`src/rtl/im_loader.sv`:
```
// im_loader: boot-time initiator that fills the instruction memory.
// Packs a valid/ready byte stream into big-endian 32-bit words, writes
// them to consecutive word addresses, and optionally reads each one back.
//
// Ports:
//   clk         system clock, all state updates on posedge
//   reset       synchronous active-low reset
//   start       begin a load (sampled only while idle)
//   word_count  number of words to load, latched on start
//   byte_in     stream data
//   byte_valid  byte_in is valid
//   byte_ready  loader accepts a byte (collecting bytes)
//   im_addr     byte address to the instruction memory
//   im_wdata    write data to the instruction memory
//   im_cs       instruction memory chip select
//   im_wr       instruction memory write strobe
//   im_rd       instruction memory read strobe
//   im_rdata    instruction memory read data (combinational)
//   busy        high whenever not idle
//   done        one-cycle pulse at the end of a load
//   error       sticky verify/range error, cleared by the next start
//   err_addr    address of the first failing word
module im_loader #(
   parameter logic [11:0] BASE_ADDR = 12'h000,
   parameter bit          VERIFY    = 1'b1,
   parameter int          MAX_WORDS = 1024
) (
   input  logic        clk,
   input  logic        reset,
   input  logic        start,
   input  logic [10:0] word_count,
   input  logic [7:0]  byte_in,
   input  logic        byte_valid,
   output logic        byte_ready,
   output logic [11:0] im_addr,
   output logic [31:0] im_wdata,
   output logic        im_cs,
   output logic        im_wr,
   output logic        im_rd,
   input  logic [31:0] im_rdata,
   output logic        busy,
   output logic        done,
   output logic        error,
   output logic [11:0] err_addr
);

   typedef enum logic [2:0] {
      S_IDLE,
      S_COLLECT,
      S_WRITE,
      S_CHECK,
      S_DONE
   } state_t;

   // Word alignment of the base address is enforced here.
   localparam logic [11:0] BASE = {BASE_ADDR[11:2], 2'b00};
   localparam logic [11:0] MAXW = 12'(MAX_WORDS);

   state_t      r_state;
   logic [1:0]  r_bcnt;
   logic [10:0] r_wcnt;
   logic [31:0] r_wdata;
   logic [11:0] r_addr;
   logic [11:0] r_err_addr;
   logic        r_error;

   logic        w_last;
   logic        w_too_big;
   state_t      w_after;

   // Remaining count of 1 means the word just handled was the last one.
   assign w_last    = (r_wcnt == 11'd1);
   assign w_too_big = ({1'b0, word_count} > MAXW);
   assign w_after   = w_last ? S_DONE : S_COLLECT;

   always_ff @(posedge clk) begin
      if (!reset) begin
         r_state    <= S_IDLE;
         r_bcnt     <= 2'd0;
         r_wcnt     <= 11'd0;
         r_wdata    <= 32'd0;
         r_addr     <= 12'd0;
         r_err_addr <= 12'd0;
         r_error    <= 1'b0;
      end else begin
         unique case (r_state)
            S_IDLE: begin
               if (start) begin
                  r_wcnt     <= word_count;
                  r_addr     <= BASE;
                  r_bcnt     <= 2'd0;
                  r_error    <= 1'b0;
                  r_err_addr <= 12'd0;
                  if (word_count == 11'd0) begin
                     r_state <= S_DONE;
                  end else if (w_too_big) begin
                     r_state    <= S_DONE;
                     r_error    <= 1'b1;
                     r_err_addr <= BASE;
                  end else begin
                     r_state <= S_COLLECT;
                  end
               end
            end
            S_COLLECT: begin
               if (byte_valid) begin
                  // First byte of the word lands in the MSB.
                  unique case (r_bcnt)
                     2'd0: r_wdata[31:24] <= byte_in;
                     2'd1: r_wdata[23:16] <= byte_in;
                     2'd2: r_wdata[15:8]  <= byte_in;
                     2'd3: r_wdata[7:0]   <= byte_in;
                  endcase
                  r_bcnt <= r_bcnt + 2'd1;
                  if (r_bcnt == 2'd3) begin
                     r_state <= S_WRITE;
                  end
               end
            end
            S_WRITE: begin
               if (VERIFY) begin
                  r_state <= S_CHECK;
               end else begin
                  r_wcnt  <= r_wcnt - 11'd1;
                  r_addr  <= r_addr + 12'd4;
                  r_state <= w_after;
               end
            end
            S_CHECK: begin
               if (im_rdata != r_wdata) begin
                  // Abort: remaining words are not loaded.
                  r_error    <= 1'b1;
                  r_err_addr <= r_addr;
                  r_state    <= S_DONE;
               end else begin
                  r_wcnt  <= r_wcnt - 11'd1;
                  r_addr  <= r_addr + 12'd4;
                  r_state <= w_after;
               end
            end
            S_DONE: begin
               r_state <= S_IDLE;
            end
            default: begin
               r_state <= S_IDLE;
            end
         endcase
      end
   end

   // Handshake and memory strobes depend on the state register only.
   assign byte_ready = (r_state == S_COLLECT);
   assign im_cs      = (r_state == S_WRITE) || (r_state == S_CHECK);
   assign im_wr      = (r_state == S_WRITE);
   assign im_rd      = (r_state == S_CHECK);
   assign busy       = (r_state != S_IDLE);
   assign done       = (r_state == S_DONE);

   assign im_addr  = r_addr;
   assign im_wdata = r_wdata;
   assign error    = r_error;
   assign err_addr = r_err_addr;

endmodule

```
`config.mk`:
```
export PLATFORM = sky130hd
export DESIGN_NAME = im_loader
export DESIGN_NICKNAME = d
export VERILOG_FILES = /design/src/rtl/im_loader.sv
export SDC_FILE = /design/constraint.sdc
export NUM_CORES = 1
export LEC_CHECK = 0
export BUFFER_PORTS_ARGS = -buffer_cell sky130_fd_sc_hd__clkbuf_2
export CORE_ASPECT_RATIO = 1.5
export CORE_MARGIN = 2
export CORE_UTILIZATION = 51
export CTS_CLUSTER_SIZE = 25
export DETAILED_ROUTE_END_ITERATION = 6
export PLACE_DENSITY = 0.89
export SLEW_MARGIN = 5
export SYNTH_ARGS = -nofsm -noshare
export SYNTH_HDL_FRONTEND = slang
export SYNTH_SLANG_ARGS = --single-unit
```
`constraint.sdc`:
```
create_clock -name clk -period 2.25 [get_ports clk]
set_clock_uncertainty 0.1 [all_clocks]
set_input_delay 0.3375 -clock clk [delete_from_list [all_inputs] [get_ports clk]]
set_output_delay 0.3375 -clock clk [all_outputs]
set_load 0.05 [all_outputs]
```
# ---- Word level (Yosys, flattened, before mapping)
# Index checks and enable logic that the tools add are counted.
# W data, S select, Z words.
dict set report word_totals {
  in_bits 55
  register_bits 73
  out_inout_bits 63
}
dict set report classes {
  order_cmp 1
  n_mux 24
  reduce_logical 15
  n_eq_ne 14
  addsub 3
}
# op n
set op_table {}
lappend op_table {{$pmux W12 S2} 2}
lappend op_table {{$mux W12} 3}
lappend op_table {{$ne A32 B32 Y1} 1}
lappend op_table {{$reduce_and A3 Y1} 8}
lappend op_table {{$mux W11} 2}
lappend op_table {{$pmux W11 S2} 1}
lappend op_table {{$mux W3} 7}
lappend op_table {{$add A12 B3 Y12 const B} 1}
lappend op_table {{$pmux W3 S4} 1}
lappend op_table {{$eq A11 B1 Y1 const B} 1}
lappend op_table {{$gt A11 B11 Y1 const B} 1}
lappend op_table {{$logic_not A11 Y1} 1}
lappend op_table {{$sub A11 B1 Y11 const B} 1}
lappend op_table {{$eq A3 B2 Y1 const B} 2}
lappend op_table {{$ne A2 B2 Y1 const B} 3}
lappend op_table {{$eq A2 B2 Y1 const B} 2}
lappend op_table {{$mux W1} 4}
lappend op_table {{$mux W2} 2}
lappend op_table {{$ne A2 B1 Y1 const B} 2}
lappend op_table {{$pmux W2 S2} 1}
lappend op_table {{$reduce_bool A2 Y1} 2}
lappend op_table {{$eq A3 B1 Y1 const B} 1}
lappend op_table {{$eq A3 B3 Y1 const B} 1}
lappend op_table {{$logic_not A3 Y1} 1}
lappend op_table {{6 further kinds} 6}

# ---- Longest topological paths before layout
dict set report logic_depth {
  depth_word 5
  depth_mapped 7
  ltp_nobuf 7
}

# ---- Worst setup path after synthesis
# Ideal clock, no wire load.
dict set report synth_timing {
  path_kind {reg-to-reg}
  start {register r_state[1]}
  end {register r_wdata[10], in the netlist im_wdata[10]}
  stages_incl_launch_ff 8
  t_arrival_ps 2605
  path_slack_ps -525
  path_cell_list {dfxtp_1 -> buf_2 -> nor3b_1 -> and2_1 -> buf_4 -> buf_2 -> nand3_1 -> a21oi_1}
}
dict set report synth_via {
  elab_chain_len 2
}
# element line_no
set synth_rtl {}
lappend synth_rtl {{start: declaration} 59} ;# state_t r_state;
lappend synth_rtl {{start signal: assignment} 126} ;# r_state <= w_after;
lappend synth_rtl {{start signal: assignment} 138} ;# r_state <= w_after;
lappend synth_rtl {{$eq A3 B1 Y1} -}
lappend synth_rtl {{net byte_ready} 34} ;# output logic byte_ready,
lappend synth_rtl {{$reduce_and A3 Y1 (no line)} -}
lappend synth_rtl {{end signal: assignment} 111} ;# 2'd2: r_wdata[15:8] <= byte_in;
lappend synth_rtl {{end: declaration} 62} ;# logic [31:0] r_wdata;
# The timed path passes the listed nets, and every way through them passes these cells.
# A chain may end at the register's enable or synchronous reset.

# ---- Worst setup path in the final report
dict set report layout_timing {
  start {register r_state[2]}
  end {output im_rd}
}
dict set report layout_via {
  elab_chain_len 1
}
# element line_no
set layout_rtl {}
lappend layout_rtl {{$eq A3 B2 Y1} 155} ;# assign im_rd = (r_state == S_CHECK);
lappend layout_rtl {{end: declaration} 39} ;# output logic im_rd,
# Every way passes these cells.

==> results.py <==
metrics = {
    "outcome": {
        "outcome": "completed",
    },
    "place": {
        "port_buffers": 113,
        "dp_worst_setup_slack_ps": 49.3,
        "place.gp.congestion": 0.913,
        "place_hpwl_mm": 8.26,
        "dp.cells": 648,
        "place_area_mm2": 0.00446,
    },
    "floorplanning": {
        "start_util_pct": 52.3,
        "io_pins": 118,
        "core_mm2": 0.00723,
        "dieHeight_um": 109,
        "row_count": 38,
        "die_w_um": 74.3,
        "die-area_mm2": 0.00813,
    },
    "final_layout": {
        "regArea_mm2": 0.00138,
        "layout-drive-gt1-share_pct": 29.6,
        "n_antenna_cell": 0,
        "syn_to_final_growth_pct": 23.4,
        "final_area_mm2": 0.00466,
        "final_core_util_pct": 64.5,
        "final_nets": 621,
        "fillCellCount": 603,
        "multiInputGateArea_mm2": 0.00224,
        "final-instance-count-excl-fill": 664,
    },
    "logic_synthesis": {
        "synth-edff-count": 0,
        "synthCells": 448,
        "yosys.area.top_type_share_pct": 36.6,
        "ys_seq_area_share_pct": 36.6,
        "avgSynthCellArea_um2": 8.43,
        "postSynth.asyncResetShare_pct": 0,
        "yosysWarnings": 0,
        "ys_ff_latch": 69,
        "ys_types": 51,
        "synth.largest_area_cell": "dfxtp_1",
        "synthFlopType": "dfxtp_1",
        "mappedNetlistArea_mm2": 0.00378,
        "post_synth_main_area_contributors": "dfxtp_1, xor2_1, nand2_1",
    },
    "critical_path": {
        "reg2reg_depth": 6,
        "path_max_fanout": 12,
        "critical-path-top-delay-family": "flip-flops",
        "path_class": "flop to output pin",
        "crit_path_cell_trace": "nand3b_4 > inv_1 > buf_4 > clkbuf_2",
        "worst_setup_path_end_kind": "output pin",
        "critPathMaxStageDelay_ps": 550,
        "cpMaxStageDelayCell": "dfxtp_1",
        "r2r_end": "r_wcnt[2]",
        "startpoint_type": "flop",
        "rr_startpoint": "im_wdata[31]",
        "cp_data_required_time_ps": 1810,
        "arrival_ps": 1730,
        "critPathBufInv": 3,
        "r2r_slack_ps": 100,
    },
    "detailed_routing": {
        "drt_iter0_markers": 400,
        "drc": 0,
        "wl_per_cell_um": 16.9,
        "viasPerCell": 5.99,
        "drt-total-wl_mm": 11.2,
        "num_vias": 3980,
        "drtAntennaViolNets": 0,
        "drtPass1Iterations": 5,
    },
    "timing": {
        "whs_ps": 174,
        "tns_ps": 0,
        "final-max-slew-violation-count": 0,
        "setup_slack_ps": 82.2,
        "period_needed_ps": 2170,
        "max_freq_ghz": 0.461,
        "hold_violations": 0,
        "period_share_pct": 96.3,
        "slew_headroom_pct": 59.9,
        "rsz0062_at_grt": "false",
        "worst_pin_slew_ps": 600,
        "finalSetupViolCount": 0,
    },
    "pwr": {
        "switching_share_pct": 35.7,
        "total_power_mw": 2.98,
        "seq_power_share_pct": 45.5,
        "leakagePower_nw": 2.04,
        "vdd_drop_max_mv": 0.554,
        "p_per_area_mw_per_mm2": 640,
        "p_clk_share_pct": 29.8,
        "intPower_mw": 1.92,
        "power.switching_mw": 1.06,
        "p_comb_share_pct": 24.6,
    },
    "min_path": {
        "hold_class": "input pin to flop",
        "holdPathEnd": "im_wdata[30]",
        "worstHoldStart": "byte_in[6]",
        "holdPathStages": 3,
    },
    "global_route": {
        "grt_max_degree": 35,
        "grt_antenna_before_repair": 0,
        "grt_pass1_wl_mm": 17.6,
        "grt_remaining_overflow": 0,
        "grt_pass1_vias": 3698,
        "grt_use_total_pct": 28.3,
    },
    "cts": {
        "cts_tree": "built",
        "cts_root_buf": "clkbuf_8",
        "clock_path_buffers": 2,
        "cts_sinks": 69,
        "cts_setup_buffers": 0,
        "cts.htree.levels": 3,
        "cts_buffers": 9,
        "path_clk_slew_ps": 70,
        "clk_latency_ps": 360,
    },
    "flow_run": {
        "drv.max_cap_violation_count": 0,
    },
}
worst max-delay path by stage:
stage	cells past startpoint	startpoint	end
after global placement	6	im_rdata[29]	r_wcnt[3]
final	4	r_state[2]	im_rd
after global routing	4	r_state[2]	r_wcnt[4]
after detailed placement	6	im_rdata[29]	r_wcnt[10]
after CTS	5	im_wdata[29]	r_wcnt[2]
after floorplan	7	r_state[1]	im_wdata[10]
repair_timing:
| item | CTS | global route |
|---|---|---|
| endpoints found under the setup margin | 1 | 5 |
| hold buffers | 0 | 0 |
| hold endpoints to repair | 0 | 0 |
| gates resized for setup | 1 | 5 |
| pin swaps | 0 | 1 |
synth_stat cells, types with 9 or more instances:
| library cell | count |
|---|---|
| inv_1 | 12 |
| a311oi_1 | 11 |
| nand2_1 | 61 |
| o21ai_0 | 9 |
| buf_2 | 10 |
| clkbuf_1 | 15 |
| nor2_1 | 21 |
| nand3_1 | 43 |
| xor2_1 | 32 |
| dfxtp_1 | 69 |
| mux2i_1 | 22 |
| a21oi_1 | 33 |
| nor4_2 | 9 |
layout make-up:
class                      count  share of cell area [%]
multi-input combinational    337                    48.2
sequential                    69                    29.7
timing repair buffer         129                    15.0
clock buffer                  12                    2.90
tap                          100                    2.69
inverter                      13                    1.05
clock inverter                 4                   0.537
sequential cells by signal (all words and copies together) (netlist names):
register / cells
r_wcnt: 11
err_addr: 10
error: 1
im_wdata: 32
r_state: 3
im_addr: 10
r_bcnt: 2
tightest hold or removal path: cells and delay by family:
| kind | cells | cell delay, ps |
|---|---|---|
| compound gates | 1 | 50 |
| buf+inv | 1 | 120 |
| simple gates | 1 | 70 |
logic make-up after synthesis:
group / Yosys count / share of synthesized area, %
simple gates: 187 / 27.3
xor+xnor: 32 / 7.42
compound gates: 85 / 15.0
buf+inv: 45 / 5.50
mux: 22 / 5.83
other cells: 1 / 0.0993
fa+ha+maj: 7 / 2.32
flops: 69 / 36.6
cells in the final DEF, fill, tap and decap left out, types with 6 or more instances in the layout:
master,instances
clkbuf_2,113
dfxtp_1,68
nand2_1,61
nand3_1,43
a21oi_1,33
xor2_1,32
mux2i_1,22
nor2_1,21
buf_4,15
inv_1,12
a311oi_1,11
clkbuf_8,9
o21ai_0,8
nor3_1,7
nor4_2,7
or3_1,7
nand4_1,7
ha_1,7
and3_1,6
power groups by stage:
| stage | Sequential [mW] | Clock (mW) | Combinational, mW |
|---|---|---|---|
| floorplan | 1.39 | 0 | 0.492 |
| detailed placement | 1.38 | 0 | 0.709 |
| finish | 1.36 | 0.890 | 0.735 |
| global route | 1.37 | 0.966 | 0.792 |
| CTS | 1.35 | 0.894 | 0.716 |
| global placement | 1.38 | 0 | 0.688 |
routing by layer:
metal	global-route usage (%)	routed length (um)	vias to the layer above
met1	31.9	4090	1852
met5	0	0	-
met2	48.3	5730	252
met3	5.77	933	44
met4	16.7	491	0
li1	-	-	1832
Note: power is estimated with default switching activity, not from simulation.
